`config.mk`:
```
export PLATFORM = sky130hd
export DESIGN_NAME = plic
export DESIGN_NICKNAME = d
export VERILOG_FILES = /design/src/rtl/plic.sv
export SDC_FILE = /design/constraint.sdc
export NUM_CORES = 1
export LEC_CHECK = 0
export ABC_AREA = 1
export CORE_MARGIN = 2
export CORE_UTILIZATION = 35
export CTS_BUF_LIST = sky130_fd_sc_hd__clkbuf_4
export CTS_CLUSTER_SIZE = 16
export DETAILED_ROUTE_END_ITERATION = 10
export PLACE_DENSITY_LB_ADDON = 0.1
export REMOVE_ABC_BUFFERS = 1
export SLEW_MARGIN = 20
export SYNTH_ARGS = -nofsm -noshare
export SYNTH_HDL_FRONTEND = slang
export SYNTH_SLANG_ARGS = --single-unit
```
`constraint.sdc`:
```
create_clock -name clk -period 7.57 [get_ports clk]
set_input_delay 1.514 -clock clk [delete_from_list [all_inputs] [get_ports clk]]
set_output_delay 1.514 -clock clk [all_outputs]
set_load 0.05 [all_outputs]
```
`src/rtl/plic.sv`:
```
// Platform-level interrupt controller: per-source level gateways, priority/threshold
// arbitration, and a claim/complete register pair on the core's valid/ready bus.
module plic #(
  parameter int SOURCES = 8,
  parameter int PRIO_W  = 3
) (
  input  logic             clk,
  input  logic             rst,
  input  logic [SOURCES:0] irq_src,
  input  logic             mem_valid,
  input  logic [31:0]      mem_addr,
  input  logic [31:0]      mem_wdata,
  input  logic [3:0]       mem_wstrb,
  output logic [31:0]      mem_rdata,
  output logic             mem_ready,
  output logic             extern_irpt
);
  localparam int         ID_W    = 5;
  localparam logic [7:0] A_PEND  = 8'h20;
  localparam logic [7:0] A_EN    = 8'h40;
  localparam logic [7:0] A_TH    = 8'h80;
  localparam logic [7:0] A_CLAIM = 8'h81;

  typedef enum logic {S_IDLE, S_RESP} state_t;
  state_t r_state, w_state_nx;

  logic [PRIO_W-1:0] r_prio [1:SOURCES];
  logic [PRIO_W-1:0] r_thresh;
  logic [SOURCES:0]  r_pending, r_inflight, r_enable;
  logic [SOURCES:0]  w_pending_nx, w_inflight_nx;
  logic [31:0]       r_rdata, w_rdata;
  logic              r_irpt;

  logic              w_access, w_wr, w_rd, w_claim, w_complete;
  logic [7:0]        w_word;
  logic [ID_W-1:0]   w_cid, w_max_id;
  logic [PRIO_W-1:0] w_best;
  logic              w_unused;

  assign w_word     = mem_addr[9:2];
  assign w_cid      = mem_wdata[ID_W-1:0];
  assign w_wr       = w_access && (mem_wstrb != 4'h0);
  assign w_rd       = w_access && (mem_wstrb == 4'h0);
  assign w_claim    = w_rd && (w_word == A_CLAIM);
  assign w_complete = w_wr && (w_word == A_CLAIM);
  assign w_unused   = ^{mem_addr, mem_wdata, irq_src[0]};

  assign mem_rdata   = r_rdata;
  assign extern_irpt = r_irpt;

  // Bus FSM; the ready pulse is suppressed while reset is held so an aborted
  // access never completes.
  always_comb begin
    w_state_nx = r_state;
    w_access   = 1'b0;
    mem_ready  = 1'b0;
    case (r_state)
      S_IDLE: begin
        if (mem_valid) begin
          w_access   = 1'b1;
          w_state_nx = S_RESP;
        end
      end
      S_RESP: begin
        mem_ready  = rst;
        w_state_nx = S_IDLE;
      end
      default: w_state_nx = S_IDLE;
    endcase
  end

  always_ff @(posedge clk) begin
    if (!rst) r_state <= S_IDLE;
    else      r_state <= w_state_nx;
  end

  // Winner: highest priority above threshold; strict compare keeps the lowest ID on ties.
  always_comb begin
    w_max_id = '0;
    w_best   = '0;
    for (int i = 1; i <= SOURCES; i++) begin
      if (r_pending[i] && r_enable[i] && (r_prio[i] > r_thresh) && (r_prio[i] > w_best)) begin
        w_best   = r_prio[i];
        w_max_id = ID_W'(i);
      end
    end
  end

  // Gateways: a claim beats a simultaneous new request, and inflight blocks re-pending
  // until the matching complete has been registered.
  assign w_pending_nx[0]  = 1'b0;
  assign w_inflight_nx[0] = 1'b0;
  for (genvar gi = 1; gi <= SOURCES; gi++) begin : g_gw
    logic w_claim_hit, w_comp_hit;
    assign w_claim_hit       = w_claim && (w_max_id == ID_W'(gi));
    assign w_comp_hit        = w_complete && (w_cid == ID_W'(gi));
    assign w_pending_nx[gi]  = w_claim_hit ? 1'b0 : (r_pending[gi] | (irq_src[gi] & ~r_inflight[gi]));
    assign w_inflight_nx[gi] = w_claim_hit | (r_inflight[gi] & ~w_comp_hit);
  end

  always_comb begin
    w_rdata = '0;
    for (int i = 1; i <= SOURCES; i++) begin
      if (w_word == 8'(i)) w_rdata[PRIO_W-1:0] = r_prio[i];
    end
    case (w_word)
      A_PEND:  w_rdata[SOURCES:0] = r_pending;
      A_EN:    w_rdata[SOURCES:0] = r_enable;
      A_TH:    w_rdata[PRIO_W-1:0] = r_thresh;
      A_CLAIM: w_rdata[ID_W-1:0] = w_max_id;
      default: ;
    endcase
  end

  always_ff @(posedge clk) begin
    if (!rst) begin
      for (int i = 1; i <= SOURCES; i++) r_prio[i] <= '0;
      r_thresh   <= '0;
      r_enable   <= '0;
      r_pending  <= '0;
      r_inflight <= '0;
      r_rdata    <= '0;
      r_irpt     <= 1'b0;
    end else begin
      r_pending  <= w_pending_nx;
      r_inflight <= w_inflight_nx;
      r_irpt     <= (w_max_id != '0);
      if (w_access) r_rdata <= w_rdata;
      if (w_wr) begin
        for (int i = 1; i <= SOURCES; i++) begin
          if (w_word == 8'(i)) r_prio[i] <= mem_wdata[PRIO_W-1:0];
        end
        if (w_word == A_EN) r_enable <= {mem_wdata[SOURCES:1], 1'b0};
        if (w_word == A_TH) r_thresh <= mem_wdata[PRIO_W-1:0];
      end
    end
  end
endmodule

```
==> flow_summary.ini, run 1 <==
[outcome]
outcome = complete, but fails checks
violations = setup timing

[sta]
drv_slew = 0
hold_viol_final = 0
skew_ns = 0.0231
rsz0062_at_grt = true
worst_pin_slew_ns = 0.712
setup_ws_ns = -0.351
slew_headroom = 0.513
fin_tns_setup_ns = -5.65
max_freq_mhz = 126
setup_viol = 21
finalCriticalPeriod_ns = 7.92
finalCritPeriodShare = 1.05

[worst_setup_path]
critPathKind = reg -> reg
endpoint = r_pending[8]
worstSetupEndpointType = flop
worst_setup_path_start_kind = flop
r2r-start = r_prio[0][5]
slowest_stage = or4_4
crit_fanout = 7
worstReg2RegEnd = r_pending[8]
r2r_slack_ns = -0.35
arrival_ns = 8.21
critPathLaunch = r_prio[0][5]
reg2reg_depth = 51
max_stage_delay_ns = 0.56
required_ns = 7.86

[clock_network]
clkTransAtPathRegs_ns = 0.10
ctsHoldBuffers = 0
htree_levels = 3
clock_latency_ns = 0.41
cts_buffers = 9
ctsLongestPathBuffers = 2
cts_sinks = 62
clockRootBuffer = clkbuf_4
cts_tree = yes

[power]
total_power_uw = 695
ir_worst_vdd_uv = 89.0
powerDensity_nw_per_um2 = 109
power_leakage_uw = 0.00279

[detailed_routing]
viasPerCell = 4.89
drt-pass1-iter-count = 5
drc_errors = 0
drt-initial-drc-count = 256
vias = 4552
postRouteAntennaNets = 0
routed_wl_mm = 14.0
wl_per_cell_um = 15.1

[synthesis]
synthArstFlopShare = 0
synth_area_um2 = 4620
synth_edf_count = 24
yosysWarnings = 0
synth_top_area_frac = 0.165
synth-main-ff-cell = dfxtp_1
ys_top_cells_by_count = inv_1 (89), nand2_1 (89), nor2_1 (87)
ys_types = 53
synth_cells = 625
avgSynthCellArea_um2 = 7.40
synthTopCellsByArea = dfxtp_1 (16%), edfxtp_1 (16%), ha_1 (11%), inv_1 (7.2%), nand2_1 (7.2%)
synth-seq-cells = 62
synth_seq_area_share = 0.320
yosysTopAreaCell = dfxtp_1

[place]
place.gp.congestion = 0.871
pre_cts_slack_ns = -1.27
post-dp-hpwl_mm = 10.5
dpl_cell_area_um2 = 5540
placedCellCount = 882
io_buffers = 42

[cells_and_area]
multi_input_area_um2 = 3100
area_growth_pct = 37.8
fillerInstances = 1256
diodes = 0
ff_latch_area_um2 = 1480
final_area_um2 = 6370
fin_nets = 874
fin_cells = 930
layout-drive-gt1-share = 0.294

[die]
ioPinCount = 114
num_rows = 41
die_h_um = 119
die-area_um2 = 14100
die_w_um = 119
core-area_um2 = 12800
start_util = 0.362

[grt]
grt_max_degree = 41
grt-ovfl-total = 0
antenna_found_initial = 0
track_usage = 0.200
first_global_vias = 4542
grt_pass1_wl_mm = 22.5

[hold_path]
worstHoldPathType = reg -> reg

[run]
drv_cap = 0
## cells by family after synthesis
| logic type | after synthesis | share of synthesized area |
|---|---|---|
| simple gates | 276 | 0.291 |
| compound gates | 114 | 0.150 |
| fa+ha+maj | 41 | 0.111 |
| flops | 62 | 0.320 |
| other cells | 1 | 0.000811 |
| buf+inv | 131 | 0.127 |
## worst min-delay path by stage
stage | startpoint | end | slack [ns] | depth (start not counted)
after floorplan | r_enable[7] | r_enable[7] | 0.43 | 2
after global placement | r_enable[6] | r_enable[6] | 0.46 | 2
after detailed placement | r_enable[6] | r_enable[6] | 0.47 | 2
after CTS | r_enable[6] | r_enable[6] | 0.48 | 2
after global routing | r_enable[6] | r_enable[6] | 0.51 | 2
final | mem_rdata[3] | mem_rdata[3] | 0.48 | 2
## layout by cell type, fill, tap and decap left out, types with 11 or more instances in the layout
master           instances
nor2_1                  78
a21oi_1                 27
clkbuf_4                12
clkdlybuf4s50_1         42
ha_4                    11
nand3_1                 24
conb_1                  23
buf_4                   81
nand2_2                 22
o21ai_0                 31
nand2_4                 11
ha_1                    30
inv_1                   83
edfxtp_1                24
nand3_2                 14
dfxtp_1                 37
nand2_1                 73
## layer usage
layer  part of all wire  track usage
met5                  0            0
met4              0.011       0.0521
met3              0.049       0.0340
met2               0.49        0.338
met1               0.45        0.263
## area by class of cell
type / instances / share of cell area
Clock buffer: 12 / 0.0141
Multi-Input combinational cell: 454 / 0.486
Clock inverter: 4 / 0.00255
Tap cell: 172 / 0.0338
Inverter: 97 / 0.0583
Sequential cell: 62 / 0.233
Timing Repair Buffer: 129 / 0.173
## flip-flops by register name (all words and copies together), names as in the netlist
| signal | cells |
|---|---|
| r_prio | 24 |
| mem_rdata | 9 |
| r_enable | 8 |
| r_inflight | 8 |
| r_pending | 8 |
| r_thresh | 3 |
| extern_irpt | 1 |
| r_state | 1 |
## through the flow
stage | util | hold slack [ns]
final | 0.499 | 0.479
after global routing | 0.499 | 0.508
after CTS | 0.480 | 0.484
after detailed placement | 0.433 | 0.467
after global placement | 0.433 | 0.460
after floorplan | - | 0.435
## critical path: cells and delay by family, from the launching register on
family	cells	cell delay [ns]
AND/OR/NAND/NOR	30	3.68
adder cells (fa/ha/maj)	8	2.05
AO/OA/AOI/OAI	10	1.46
flip-flops	1	0.44
buffers and inverters	3	0.16
## power by group
| group | switching, µW | internal (µW) |
|---|---|---|
| logic | 88.9 | 45.4 |
| clock network | 120 | 75.2 |
| registers | 9.88 | 356 |
| total | 219 | 476 |
## repair_timing
item                       4_1_cts  5_1_grt
resized for setup               63       51
cloned                           0        0
setup endpoints to repair       21       21
pin swaps                       51       55
setup buffers                   28        5
Power figures use the tool's default switching activity.
==> run 2: changes to the inputs <==
Settings changed: CORE_UTILIZATION 35 to 60, DONT_BUFFER_PORTS set to 1, GPL_ROUTABILITY_DRIVEN set to 0.
==> run 2 against run 1 <==
Compared with the run above: the run still ends with setup timing left; register-to-register slack got worse by 0.70 ns; clock skew increased by 0.022 ns; fmax decreased by 8.1%; flip-flop and latch count unchanged; setup slack got worse by 0.70 ns; sequential share of layout area decreased by 0.41 points; critical path depth increased by 7; critical endpoint is now mem_rdata[2]; highest routed layer unchanged.
==> flow_summary.ini, run 2 (synthesis gave the netlist of run 1 again) <==
[outcome]
outcome = complete, but fails checks
violations = setup timing

[clock_network]
ctsHoldBuffers = 0
cts_tree = yes
ctsLongestPathBuffers = 2
clockRootBuffer = clkbuf_4
cts_buffers = 9
cts_sinks = 62
clkTransAtPathRegs_ns = 0.10
clock_latency_ns = 0.47
htree_levels = 3

[power]
total_power_uw = 688
p_sw_uw = 234
seqPwrFrac = 0.547
power_leakage_uw = 0.00292
p_int_uw = 453
combPwrFrac = 0.160
pwr-share-clk = 0.294
powerDensity_nw_per_um2 = 106
swShare = 0.341
ir_worst_vdd_uv = 144

[sta]
worst_pin_slew_ns = 0.991
setup_viol = 21
hold_viol_final = 0
drv_slew = 0
fin_tns_setup_ns = -21.29
finalCritPeriodShare = 1.14
finalCriticalPeriod_ns = 8.62
rsz0062_at_grt = true
skew_ns = 0.0456
slew_headroom = 0.337
max_freq_mhz = 116
setup_ws_ns = -1.05

[die]
start_util = 0.608
ioPinCount = 114
num_rows = 32
die_h_um = 91.8
core-area_um2 = 7610
die-area_um2 = 8420
die_w_um = 91.8

[grt]
grt_max_degree = 41
track_usage = 0.389
antenna_found_initial = 0
grt_pass1_wl_mm = 25.4
first_global_vias = 5174
grt-ovfl-total = 0

[detailed_routing]
routed_wl_mm = 19.0
postRouteAntennaNets = 0
wl_per_cell_um = 21.5
viasPerCell = 6.20
drc_errors = 0
vias = 5477
drt-pass1-iter-count = 6
drt-initial-drc-count = 830

[place]
post-dp-hpwl_mm = 9.24
io_buffers = 0

[worst_setup_path]
crit_fanout = 6
required_ns = 7.90
worstSetupEndpointType = flop
worst_setup_path_start_kind = flop
max_stage_delay_ns = 0.45
arrival_ns = 8.95
slowest_stage = edfxtp_1
path_common_cell = nand2_2
critPathKind = reg -> reg

[cells_and_area]
diodes = 0
largest_reg_flops = 24
ff_latch_area_um2 = 1480
layout-drive-gt1-share = 0.387
utilization = 0.852
layout_common_cells = buf_4 (148), inv_1 (82), nor2_1 (80), nand2_1 (68), dfxtp_1 (38)
multi_input_area_um2 = 3230
final_common_cell = buf_4
area_growth_pct = 40.2
largest_register = r_prio
fin_nets = 897
fillerInstances = 426

[hold_path]
worstHoldPathType = reg -> reg

[run]
drv_cap = 0
==> run 2: path summary, 6_finish.rpt <==
kind                       from            end  slack (ns)  depth (start not counted)
setup / recovery   r_prio[0][5]   mem_rdata[2]       -1.05                         58
hold / removal    r_inflight[8]  r_inflight[8]        0.48                          2
setup reg to reg   r_prio[0][5]   mem_rdata[2]       -1.05                         58
hold reg to reg   r_inflight[8]  r_inflight[8]        0.48                          2
==> run 2: timing repair <==
action	CTS	global route
endpoints found under the setup margin	21	21
hold endpoints to repair	0	0
pin swaps	56	65
setup buffers	84	18
gates resized for setup	61	72
==> run 2: cell type report <==
type	instances	share of cell area
multi-input cells	454	0.499
flip-flops and latches	62	0.229
repair buffers	152	0.180
inverters	97	0.0569
well taps	102	0.0197
clock buffers	10	0.0116
clock inverters	6	0.00444
==> run 2: power groups by stage <==
stage | Combinational [µW] | Clock, µW | Sequential, µW
after floorplan | 69.5 | 0 | 377
after global placement | 84.7 | 0 | 380
after detailed placement | 87.1 | 0 | 380
after CTS | 92.8 | 191 | 373
after global routing | 118 | 212 | 376
final | 110 | 202 | 376
==> run 2: stage by stage <==
step                      area, µm²  worst slack (ns)  instances  hold slack (ns)
after global placement         5020            -0.962        769            0.460
after floorplan                4490            -0.565        613            0.435
final                          6480             -1.05        883            0.477
after global routing           6480             -1.49        883            0.512
after detailed placement       5020             -1.11        769            0.470
after CTS                      6000            -0.408        869            0.483
==> run 2: critical path, delay by kind of cell, from the launching register on <==
kind | cells | cell delay [ns]
DFF | 1 | 0.45
AOI/OAI and AO/OA | 7 | 1.17
and+or+nand+nor | 33 | 3.88
adders and majority gates | 7 | 1.75
buffers and inverters | 11 | 1.25
==> run 2: per-layer routing <==
layer  vias up  GRT usage  routed length [µm]
met5         -          0                   0
met4         0      0.277                1840
met3       182     0.0846                2060
met2       466      0.662                8880
met1      2472      0.428                6250
li1       2357          -                   -
